File: config.mk
export PLATFORM = sky130hd
export DESIGN_NAME = exu_commit_bjp_flat
export DESIGN_NICKNAME = d
export VERILOG_FILES = /design/src/rtl/exu_commit_bjp_if.sv /design/src/rtl/exu_commit_bjp.sv /design/src/flat_wrapper.sv
export SDC_FILE = /design/constraint.sdc
export NUM_CORES = 1
export LEC_CHECK = 0
export CAP_MARGIN = 20
export CORE_ASPECT_RATIO = 0.6
export CORE_MARGIN = 2
export CORE_UTILIZATION = 60
export CTS_CLUSTER_DIAMETER = 40
export DETAILED_ROUTE_END_ITERATION = 12
export DONT_BUFFER_PORTS = 1
export PLACE_DENSITY = 0.76
export SLEW_MARGIN = 10
export SYNTH_ARGS = -nofsm -noshare
export SYNTH_HDL_FRONTEND = slang
export SYNTH_SLANG_ARGS = --single-unit
File: constraint.sdc
create_clock -name clk -period 3.8 [get_ports clk]
set_clock_uncertainty 0.15 [all_clocks]
set_input_delay 0.76 -clock clk [delete_from_list [all_inputs] [get_ports clk]]
set_output_delay 0.76 -clock clk [all_outputs]
set_load 0.005 [all_outputs]
File: src/rtl/exu_commit_bjp_if.sv
// Commit and flush/redirect signal bundle between exu_alu_bjp, the commit stage and the IFU.
// master: upstream producer and IFU side; slave: the commit stage.
interface exu_commit_bjp_if #(
  parameter int unsigned XLEN    = 32,
  parameter int unsigned PC_SIZE = 32
);
  logic               cmt_i_valid;
  logic               cmt_i_ready;
  logic               cmt_i_bjp;
  logic               cmt_i_jalr;
  logic               cmt_i_bjp_prdt;
  logic               cmt_i_bjp_rslv;
  logic [PC_SIZE-1:0] cmt_i_pc;
  logic [XLEN-1:0]    cmt_i_imm;
  logic [XLEN-1:0]    cmt_i_rs1;
  logic               flush_req;
  logic               flush_ack;
  logic [PC_SIZE-1:0] flush_pc;
  logic               cmt_o_mispred;

  modport master (
    output cmt_i_valid, cmt_i_bjp, cmt_i_jalr, cmt_i_bjp_prdt, cmt_i_bjp_rslv,
    output cmt_i_pc, cmt_i_imm, cmt_i_rs1, flush_ack,
    input  cmt_i_ready, flush_req, flush_pc, cmt_o_mispred
  );

  modport slave (
    input  cmt_i_valid, cmt_i_bjp, cmt_i_jalr, cmt_i_bjp_prdt, cmt_i_bjp_rslv,
    input  cmt_i_pc, cmt_i_imm, cmt_i_rs1, flush_ack,
    output cmt_i_ready, flush_req, flush_pc, cmt_o_mispred
  );
endinterface

File: src/rtl/exu_commit_bjp.sv
// Branch/jump commit stage: retires commits, detects mispredicts and drives the IFU flush handshake.
// Define BJP_PERF_CNT_EN to add the perf_bjp_cnt / perf_mispred_cnt event counters.
module exu_commit_bjp #(
  parameter int unsigned XLEN    = 32,
  parameter int unsigned PC_SIZE = 32
) (
  input  logic            clk,
  input  logic            rst,
  exu_commit_bjp_if.slave bus
`ifdef BJP_PERF_CNT_EN
  ,
  output logic [31:0]     perf_bjp_cnt,
  output logic [31:0]     perf_mispred_cnt
`endif
);

  localparam int unsigned CNT_W = 32;

  typedef enum logic {
    ST_IDLE  = 1'b0,
    ST_FLUSH = 1'b1
  } state_e;

  state_e             r_state;
  logic               r_ready;
  logic               r_flush_req;
  logic               r_mispred;
  logic [PC_SIZE-1:0] r_flush_pc;

  logic               w_accept;
  logic               w_mispred;
  logic [XLEN-1:0]    w_jalr_sum;
  logic [PC_SIZE-1:0] w_target;

  // JALR is never predicted by the IFU, so every JALR commit redirects
  assign w_accept   = bus.cmt_i_valid & r_ready;
  assign w_mispred  = bus.cmt_i_bjp &
                      (bus.cmt_i_jalr | (bus.cmt_i_bjp_prdt != bus.cmt_i_bjp_rslv));
  assign w_jalr_sum = bus.cmt_i_rs1 + bus.cmt_i_imm;

  // Resolved target; not-taken falls through to pc+4
  always_comb begin
    w_target = bus.cmt_i_pc + PC_SIZE'(4);
    if (bus.cmt_i_bjp_rslv) begin
      if (bus.cmt_i_jalr) begin
        w_target = PC_SIZE'(w_jalr_sum) & ~PC_SIZE'(1);
      end else begin
        w_target = bus.cmt_i_pc + PC_SIZE'(bus.cmt_i_imm);
      end
    end
  end

  // Flush FSM; ready is held as a register mirroring state==IDLE
  always_ff @(posedge clk) begin
    if (rst) begin
      r_state     <= ST_IDLE;
      r_ready     <= 1'b1;
      r_flush_req <= 1'b0;
      r_flush_pc  <= '0;
      r_mispred   <= 1'b0;
    end else begin
      r_mispred <= 1'b0;
      case (r_state)
        ST_IDLE: begin
          if (w_accept && w_mispred) begin
            r_state     <= ST_FLUSH;
            r_ready     <= 1'b0;
            r_flush_req <= 1'b1;
            r_flush_pc  <= w_target;
            r_mispred   <= 1'b1;
          end
        end
        ST_FLUSH: begin
          if (bus.flush_ack) begin
            r_state     <= ST_IDLE;
            r_ready     <= 1'b1;
            r_flush_req <= 1'b0;
          end
        end
        default: begin
          r_state     <= ST_IDLE;
          r_ready     <= 1'b1;
          r_flush_req <= 1'b0;
        end
      endcase
    end
  end

  assign bus.cmt_i_ready   = r_ready;
  assign bus.flush_req     = r_flush_req;
  assign bus.flush_pc      = r_flush_pc;
  assign bus.cmt_o_mispred = r_mispred;

`ifdef BJP_PERF_CNT_EN
  logic [CNT_W-1:0] r_perf_bjp_cnt;
  logic [CNT_W-1:0] r_perf_mispred_cnt;

  // Free-running event counters, wrap naturally
  always_ff @(posedge clk) begin
    if (rst) begin
      r_perf_bjp_cnt     <= '0;
      r_perf_mispred_cnt <= '0;
    end else begin
      if (w_accept && bus.cmt_i_bjp) begin
        r_perf_bjp_cnt <= r_perf_bjp_cnt + CNT_W'(1);
      end
      if (w_accept && w_mispred) begin
        r_perf_mispred_cnt <= r_perf_mispred_cnt + CNT_W'(1);
      end
    end
  end

  assign perf_bjp_cnt     = r_perf_bjp_cnt;
  assign perf_mispred_cnt = r_perf_mispred_cnt;
`endif

endmodule

File: src/flat_wrapper.sv
// flat-port wrapper written by rule: the top's interface ports become plain ports
module exu_commit_bjp_flat 
#(
  parameter int unsigned XLEN    = 32,
  parameter int unsigned PC_SIZE = 32
)
  (clk, rst, bus_cmt_i_valid, bus_cmt_i_bjp, bus_cmt_i_jalr, bus_cmt_i_bjp_prdt, bus_cmt_i_bjp_rslv, bus_cmt_i_pc, bus_cmt_i_imm, bus_cmt_i_rs1, bus_flush_ack, bus_cmt_i_ready, bus_flush_req, bus_flush_pc, bus_cmt_o_mispred);
  exu_commit_bjp_if #(.XLEN(XLEN), .PC_SIZE(PC_SIZE)) bus_i ();
  input  logic clk;
  input  logic rst;
  input wire logic [$bits(bus_i.cmt_i_valid)-1:0] bus_cmt_i_valid;
  input wire logic [$bits(bus_i.cmt_i_bjp)-1:0] bus_cmt_i_bjp;
  input wire logic [$bits(bus_i.cmt_i_jalr)-1:0] bus_cmt_i_jalr;
  input wire logic [$bits(bus_i.cmt_i_bjp_prdt)-1:0] bus_cmt_i_bjp_prdt;
  input wire logic [$bits(bus_i.cmt_i_bjp_rslv)-1:0] bus_cmt_i_bjp_rslv;
  input wire logic [$bits(bus_i.cmt_i_pc)-1:0] bus_cmt_i_pc;
  input wire logic [$bits(bus_i.cmt_i_imm)-1:0] bus_cmt_i_imm;
  input wire logic [$bits(bus_i.cmt_i_rs1)-1:0] bus_cmt_i_rs1;
  input wire logic [$bits(bus_i.flush_ack)-1:0] bus_flush_ack;
  output wire logic [$bits(bus_i.cmt_i_ready)-1:0] bus_cmt_i_ready;
  output wire logic [$bits(bus_i.flush_req)-1:0] bus_flush_req;
  output wire logic [$bits(bus_i.flush_pc)-1:0] bus_flush_pc;
  output wire logic [$bits(bus_i.cmt_o_mispred)-1:0] bus_cmt_o_mispred;
  assign bus_i.cmt_i_valid = bus_cmt_i_valid;
  assign bus_i.cmt_i_bjp = bus_cmt_i_bjp;
  assign bus_i.cmt_i_jalr = bus_cmt_i_jalr;
  assign bus_i.cmt_i_bjp_prdt = bus_cmt_i_bjp_prdt;
  assign bus_i.cmt_i_bjp_rslv = bus_cmt_i_bjp_rslv;
  assign bus_i.cmt_i_pc = bus_cmt_i_pc;
  assign bus_i.cmt_i_imm = bus_cmt_i_imm;
  assign bus_i.cmt_i_rs1 = bus_cmt_i_rs1;
  assign bus_i.flush_ack = bus_flush_ack;
  assign bus_cmt_i_ready = bus_i.cmt_i_ready;
  assign bus_flush_req = bus_i.flush_req;
  assign bus_flush_pc = bus_i.flush_pc;
  assign bus_cmt_o_mispred = bus_i.cmt_o_mispred;
  exu_commit_bjp #(.XLEN(XLEN), .PC_SIZE(PC_SIZE)) u_core (.clk(clk), .rst(rst), .bus(bus_i));
endmodule
Word-level counts from Yosys, hierarchy flattened
Cells that the tools add are included.
{"block": "word_totals", "inputBits": 104, "reg_bits": 36, "out_inout_bits": 35, "memories": 0, "ramBits": 0, "elab_cells": 30, "rom_bits": 0, "latch_bits": 0}
{"block": "op_classes", "n_eq_ne": 3, "add_sub_neg": 3, "multipliers": 0, "muxes": 11, "shifts": 0, "reduce_logical": 4, "magnitude_cmp": 0, "div_mod_pow": 0, "bitwise": 4}
{"operator": "$add A32 B32 Y32", "count": 2}
{"operator": "$mux W32", "count": 2}
{"operator": "$add A32 B3 Y32 const B", "count": 1}
{"operator": "$mux W1", "count": 6}
{"operator": "$pmux W1 S2", "count": 3}
{"operator": "$reduce_and A2 Y1", "count": 2}
{"operator": "$and A1 B1 Y1", "count": 2}
{"operator": "$ne A2 B1 Y1 const B", "count": 1}
{"operator": "$ne A2 B2 Y1 const B", "count": 1}
{"operator": "$reduce_or A2 Y1", "count": 1}
{"operator": "$logic_and A1 B1 Y1", "count": 1}
{"operator": "$ne A1 B1 Y1", "count": 1}
{"operator": "$not A1 Y1", "count": 1}
{"operator": "$or A1 B1 Y1", "count": 1}

Longest topological paths before layout
{"block": "logic_depth", "ltp_word": 6, "ltp_mapped": 11, "mapped_depth_nobuf": 11}

Worst setup path after synthesis
Ideal clock, no wire load.
{"block": "synth_path", "path_kind": "input-to-reg", "startpoint": "in bus_cmt_i_imm[0]", "endpoint": "reg u_core.r_flush_pc[14] (netlist: u_core.bus.flush_pc[14])", "t_arrival_ns": 3.029, "path_buffers": 0, "setup_time_ns": 0.070, "path_slack_ns": 0.550, "path_stages": 11, "required_time_ns": 3.580, "path_cell_list": "and2_1 fa_1 a21o_1 a22o_1 o31ai_2 o21ai_0 a31oi_1 xnor2_1 a21oi_1 or3_1 a21oi_1"}
{"block": "synth_via", "elab_chain_len": 3, "elab_cells_between_ends": 4, "classes_between": "add/sub: 2; mux: 2"}
{"item": "start: declaration", "line": "flat_wrapper.sv:17", "text": "input wire logic [$bits(bus_i.cmt_i_imm)-1:0] bus_cmt_i_imm;"}
{"item": "$add A32 B32 Y32, on equally long branches", "line": "exu_commit_bjp.sv:48, exu_commit_bjp.sv:39"}
{"item": "$mux W32 (*)", "line": "exu_commit_bjp.sv:45", "text": "if (bus.cmt_i_jalr) begin"}
{"item": "$mux W32 (*)", "line": "exu_commit_bjp.sv:44", "text": "if (bus.cmt_i_bjp_rslv) begin"}
{"item": "end signal: assignment", "line": "exu_commit_bjp.sv:69", "text": "r_flush_pc <= w_target;"}
{"item": "end: declaration", "line": "exu_commit_bjp.sv:28", "text": "logic [PC_SIZE-1:0] r_flush_pc;"}
Mark *: on every way between the ends. The rest lies on a longest branch, timed or not.
A chain may end at the register's enable or synchronous reset.

Worst setup path in the final report
{"block": "layout_path", "startpoint": "in bus_cmt_i_rs1[5]", "endpoint": "reg u_core.r_flush_pc[31] (netlist: u_core.bus.flush_pc[31])"}
{"block": "layout_via", "elab_chain_len": 3}
{"item": "start: declaration", "line": "flat_wrapper.sv:18", "text": "input wire logic [$bits(bus_i.cmt_i_rs1)-1:0] bus_cmt_i_rs1;"}
{"item": "$add A32 B32 Y32", "line": "exu_commit_bjp.sv:39", "text": "assign w_jalr_sum = bus.cmt_i_rs1 + bus.cmt_i_imm;"}
{"item": "$mux W32", "line": "exu_commit_bjp.sv:45"}
{"item": "$mux W32", "line": "exu_commit_bjp.sv:44"}
No other way between the ends.

==> impl_metrics.sql <==
INSERT INTO impl_metrics (metric_group, metric, value, unit) VALUES
('final_layout', 'number_of_nets_in_the_layout', '912', ''),
('power', 'cellLeakagePower', '2.382', 'nW'),
('yosys', 'synth.yosys.seq_area_share', '12.92', '%'),
('worst_setup_path', 'critPathArrivalTime', '3510', 'ps'),
('clock_network', 'number_of_levels_in_the_clock_h_tree', '2', ''),
('yosys', 'yosys_warnings', '0', ''),
('placed_design', 'gp_congestion', '1.038', ''),
('detailed_routing', 'number_of_nets_with_antenna_violations_after_detailed_routing', '0', ''),
('yosys', 'synth_top_family_by_area', 'compound AO/OA/AOI/OAI gates', ''),
('clock_network', 'clk_latency', '280', 'ps'),
('final_layout', 'num_antenna_cells', '0', ''),
('power', 'ir_drop', '0.1823', 'mV'),
('sta', 'timing.max_slew.rel_slack', '48.52', '%'),
('yosys', 'postSynthCellCount', '763', ''),
('worst_setup_path', 'critPathCaptureType', 'flip-flop', ''),
('yosys', 'synth-compound-area-share', '33.13', '%'),
('clock_network', 'cts_max_path_buffers', '2', ''),
('yosys', 'synth-adder-area-share', '14.63', '%'),
('final_layout', 'drive_gt1_share', '5.906', '%'),
('die', 'die_area', '10110', 'um2'),
('die', 'die-width', '128.5', 'um'),
('clock_network', 'cts_hold_repair.buffers', '0', ''),
('clock_network', 'cts_tree', 'built', ''),
('yosys', 'yosys_register_bits', '36', ''),
('clock_network', 'worst_setup_hold_path_clk_slew', '70', 'ps'),
('power', 'power.density', '296.4', 'nW/um2'),
('yosys', 'synthesized_area_per_cell', '7.310', 'um2'),
('sta', 'timing.final.hold_violations', '0', ''),
('worst_setup_path', 'crit_path_max_fanout', '6', ''),
('detailed_routing', 'route.detailed.drc', '0', ''),
('worst_setup_path', 'worst-endpoint-required', '3830', 'ps'),
('yosys', 'synth_edf_count', '0', ''),
('clock_network', 'cts.root.buffer_cell', 'sky130_fd_sc_hd__clkbuf_16', ''),
('power', 'total_power_consumption_of_the_routed_design', '0.001715', 'W'),
('global_routing', 'grt_first_pass_wirelength', '30220', 'um'),
('placed_design', 'hpwl', '16350', 'um'),
('outcome', 'status', 'complete, no violations', ''),
('die', 'rows', '27', ''),
('detailed_routing', 'drtIter0Drc', '914', ''),
('detailed_routing', 'drt-wirelength-per-cell', '23.38', 'um'),
('sta', 'totalNegativeSetupSlack', '0', 'ps'),
('yosys', 'synth_flop_cell', 'sky130_fd_sc_hd__dfxtp_1', ''),
('die', 'floorplan.initialDensity', '61.38', '%'),
('sta', 'min_period_over_period', '91.52', '%'),
('clock_network', 'cts_setup_buffers', '0', ''),
('worst_setup_path', 'worstSetupStartpointType', 'input pin', ''),
('worst_setup_path', 'critPathKind', 'in2reg', ''),
('worst_hold_path', 'hold_class', 'reg2reg', ''),
('clock_network', 'cts_buffers', '5', ''),
('detailed_routing', 'totalWireLength', '20130', 'um'),
('global_routing', 'grt_max_degree', '58', ''),
('global_routing', 'track_usage', '38.82', '%'),
('global_routing', 'antenna_found_initial', '1', ''),
('yosys', 'ys_async_sr_fraction', '0', '%'),
('die', 'placeableCoreArea', '9087', 'um2'),
('global_routing', 'grt_overflow', '0', ''),
('placed_design', 'place_area', '5615', 'um2'),
('sta', 'worst_margin_slew', '769.3', 'ps'),
('clock_network', 'cts.sink_count', '36', ''),
('yosys', 'post_synth_xor_area_fraction', '12.40', '%'),
('yosys', 'yosys-mux-area-fraction', '0.7178', '%'),
('yosys', 'postSynthNetCount', '931', ''),
('sta', 'unrepaired_setup_endpoints_after_global_routing', 'false', ''),
('yosys', 'post_synth_instance_area', '5578', 'um2'),
('global_routing', 'grt_pass1_vias', '5485', ''),
('sta', 'min_period', '3478', 'ps'),
('clock_network', 'cts_repair_resize_count', '0', ''),
('sta', 'slew_violations', '0', ''),
('final_layout', 'syn2layout_area_growth', '3.746', '%'),
('flow_run', 'max_cap_viol_count', '0', ''),
('sta', 'finalSetupViolCount', '0', ''),
('sta', 'max_freq', '287.5', 'MHz'),
('yosys', 'synthDistinctLibCells', '73', ''),
('placed_design', 'place.port_buffers', '0', ''),
('final_layout', 'layout.cell_area.non_filler', '5787', 'um2'),
('die', 'ioPinCount', '139', ''),
('detailed_routing', 'firstDrtPassIters', '8', ''),
('die', 'fp.dieH', '78.69', 'um'),
('yosys', 'synthSimpleGateAreaFrac', '22.32', '%'),
('detailed_routing', 'dr_total_vias', '6242', ''),
('detailed_routing', 'detail_route.vias_per_cell', '7.250', '');
-- final timing paths --
path | from | end | slack (ps) | depth (start not counted)
max | bus_cmt_i_rs1[5] | u_core.bus.flush_pc[31] | 320 | 10
min | u_core.bus.flush_pc[12] | u_core.bus.flush_pc[12] | 320 | 2
max reg2reg | u_core.r_state | u_core.bus.flush_pc[31] | 1210 | 10
min reg2reg | u_core.bus.flush_pc[12] | u_core.bus.flush_pc[12] | 320 | 2
-- cells in the final DEF, fill, tap and decap left out, drive strengths merged, types with 5 or more instances in the layout --
| cell type | count |
|---|---|
| nand2 | 91 |
| a21oi | 71 |
| ha | 62 |
| o21ai | 62 |
| nor2 | 47 |
| xnor2 | 45 |
| a21o | 39 |
| dfxtp | 36 |
| xor2 | 34 |
| nand3 | 27 |
| a31oi | 20 |
| inv | 16 |
| nand4 | 15 |
| nor3 | 15 |
| and3 | 14 |
| o211ai | 13 |
| nand2b | 10 |
| a221oi | 9 |
| nor4 | 8 |
| o21bai | 7 |
| buf | 7 |
| o221ai | 7 |
| a211oi | 7 |
| and2 | 6 |
| and4 | 5 |
| o22ai | 5 |
| or3 | 5 |
| clkbuf | 5 |
-- final cells by class --
type	instances	area (um2)
sequential	36	720.7
tap	116	145.1
fill	859	3301
timing repair buffer	7	52.55
multi-input combinational	679	4641
clock buffer	5	125.1
clock inverter	3	46.29
inverter	15	56.30
-- routing by layer --
metal  vias to the layer above  wire, um  track usage [%]  share of wire (%)
met5                         -         0                0                  0
met4                         0       320            7.253                1.6
met3                        40      3704            19.36                 18
met2                       446      7121            48.51                 35
met1                      2920      8987            57.81                 45
li1                       2836         -                -                  -
-- sequential cells by signal (all words and copies together) (netlist names) --
name	flops
u_core.bus.cmt_i_ready	1
u_core.bus.cmt_o_mispred	1
u_core.bus.flush_pc	32
u_core.bus.flush_req	1
u_core.r_state	1
-- power by group --
part           leakage (nW)  switching (W)  internal [W]
registers             0.294      0.0000230      0.000403
clock network        0.0804       0.000184      0.000312
logic                  2.01       0.000478      0.000314
-- worst max-delay path, cell delays in order --
cell	delay, ps
sky130_fd_sc_hd__ha_1	370
sky130_fd_sc_hd__nand4_1	190
sky130_fd_sc_hd__a21oi_1	390
sky130_fd_sc_hd__nor4_2	130
sky130_fd_sc_hd__o31ai_2	380
sky130_fd_sc_hd__nand3_2	230
sky130_fd_sc_hd__a2111oi_0	680
sky130_fd_sc_hd__a211oi_1	130
sky130_fd_sc_hd__o22ai_1	200
sky130_fd_sc_hd__a31oi_1	50
-- cells by family (layout without fill, tap and decap cells) --
group | count (synthesis) | in the layout
fa+ha+maj | 64 | 64
xor+xnor | 79 | 79
compound gates | 278 | 278
buf+inv | 48 | 30
mux | 4 | 4
flops | 36 | 36
simple gates | 254 | 254
-- stage by stage --
| step | hold WS [ps] | setup WS [ps] | std cells | utilization (%) |
|---|---|---|---|---|
| finish | 320.8 | 322.2 | 861 | 63.68 |
| global route | 347.6 | 272.2 | 861 | 63.68 |
| global placement | 307.1 | 274.3 | 853 | 61.79 |
| floorplan | 293.0 | 550.3 | 763 | - |
| detailed placement | 315.9 | 208.5 | 853 | 61.79 |
| CTS | 323.7 | 515.2 | 861 | 63.68 |
-- Yosys cell counts (18+ instances only) --
| cell | n | area (um2) |
|---|---|---|
| sky130_fd_sc_hd__a21o_1 | 36 | 270.3 |
| sky130_fd_sc_hd__a21oi_1 | 70 | 350.3 |
| sky130_fd_sc_hd__clkbuf_1 | 24 | 90.09 |
| sky130_fd_sc_hd__nand2_1 | 89 | 334.1 |
| sky130_fd_sc_hd__dfxtp_1 | 36 | 720.7 |
| sky130_fd_sc_hd__xnor2_1 | 45 | 394.1 |
| sky130_fd_sc_hd__xor2_1 | 34 | 297.8 |
| sky130_fd_sc_hd__o21ai_0 | 57 | 285.3 |
| sky130_fd_sc_hd__nor2_1 | 47 | 176.4 |
| sky130_fd_sc_hd__ha_1 | 62 | 775.7 |
| sky130_fd_sc_hd__nand3_1 | 26 | 130.1 |
| sky130_fd_sc_hd__a31oi_1 | 18 | 112.6 |
Note: power is estimated with default switching activity, not from simulation.
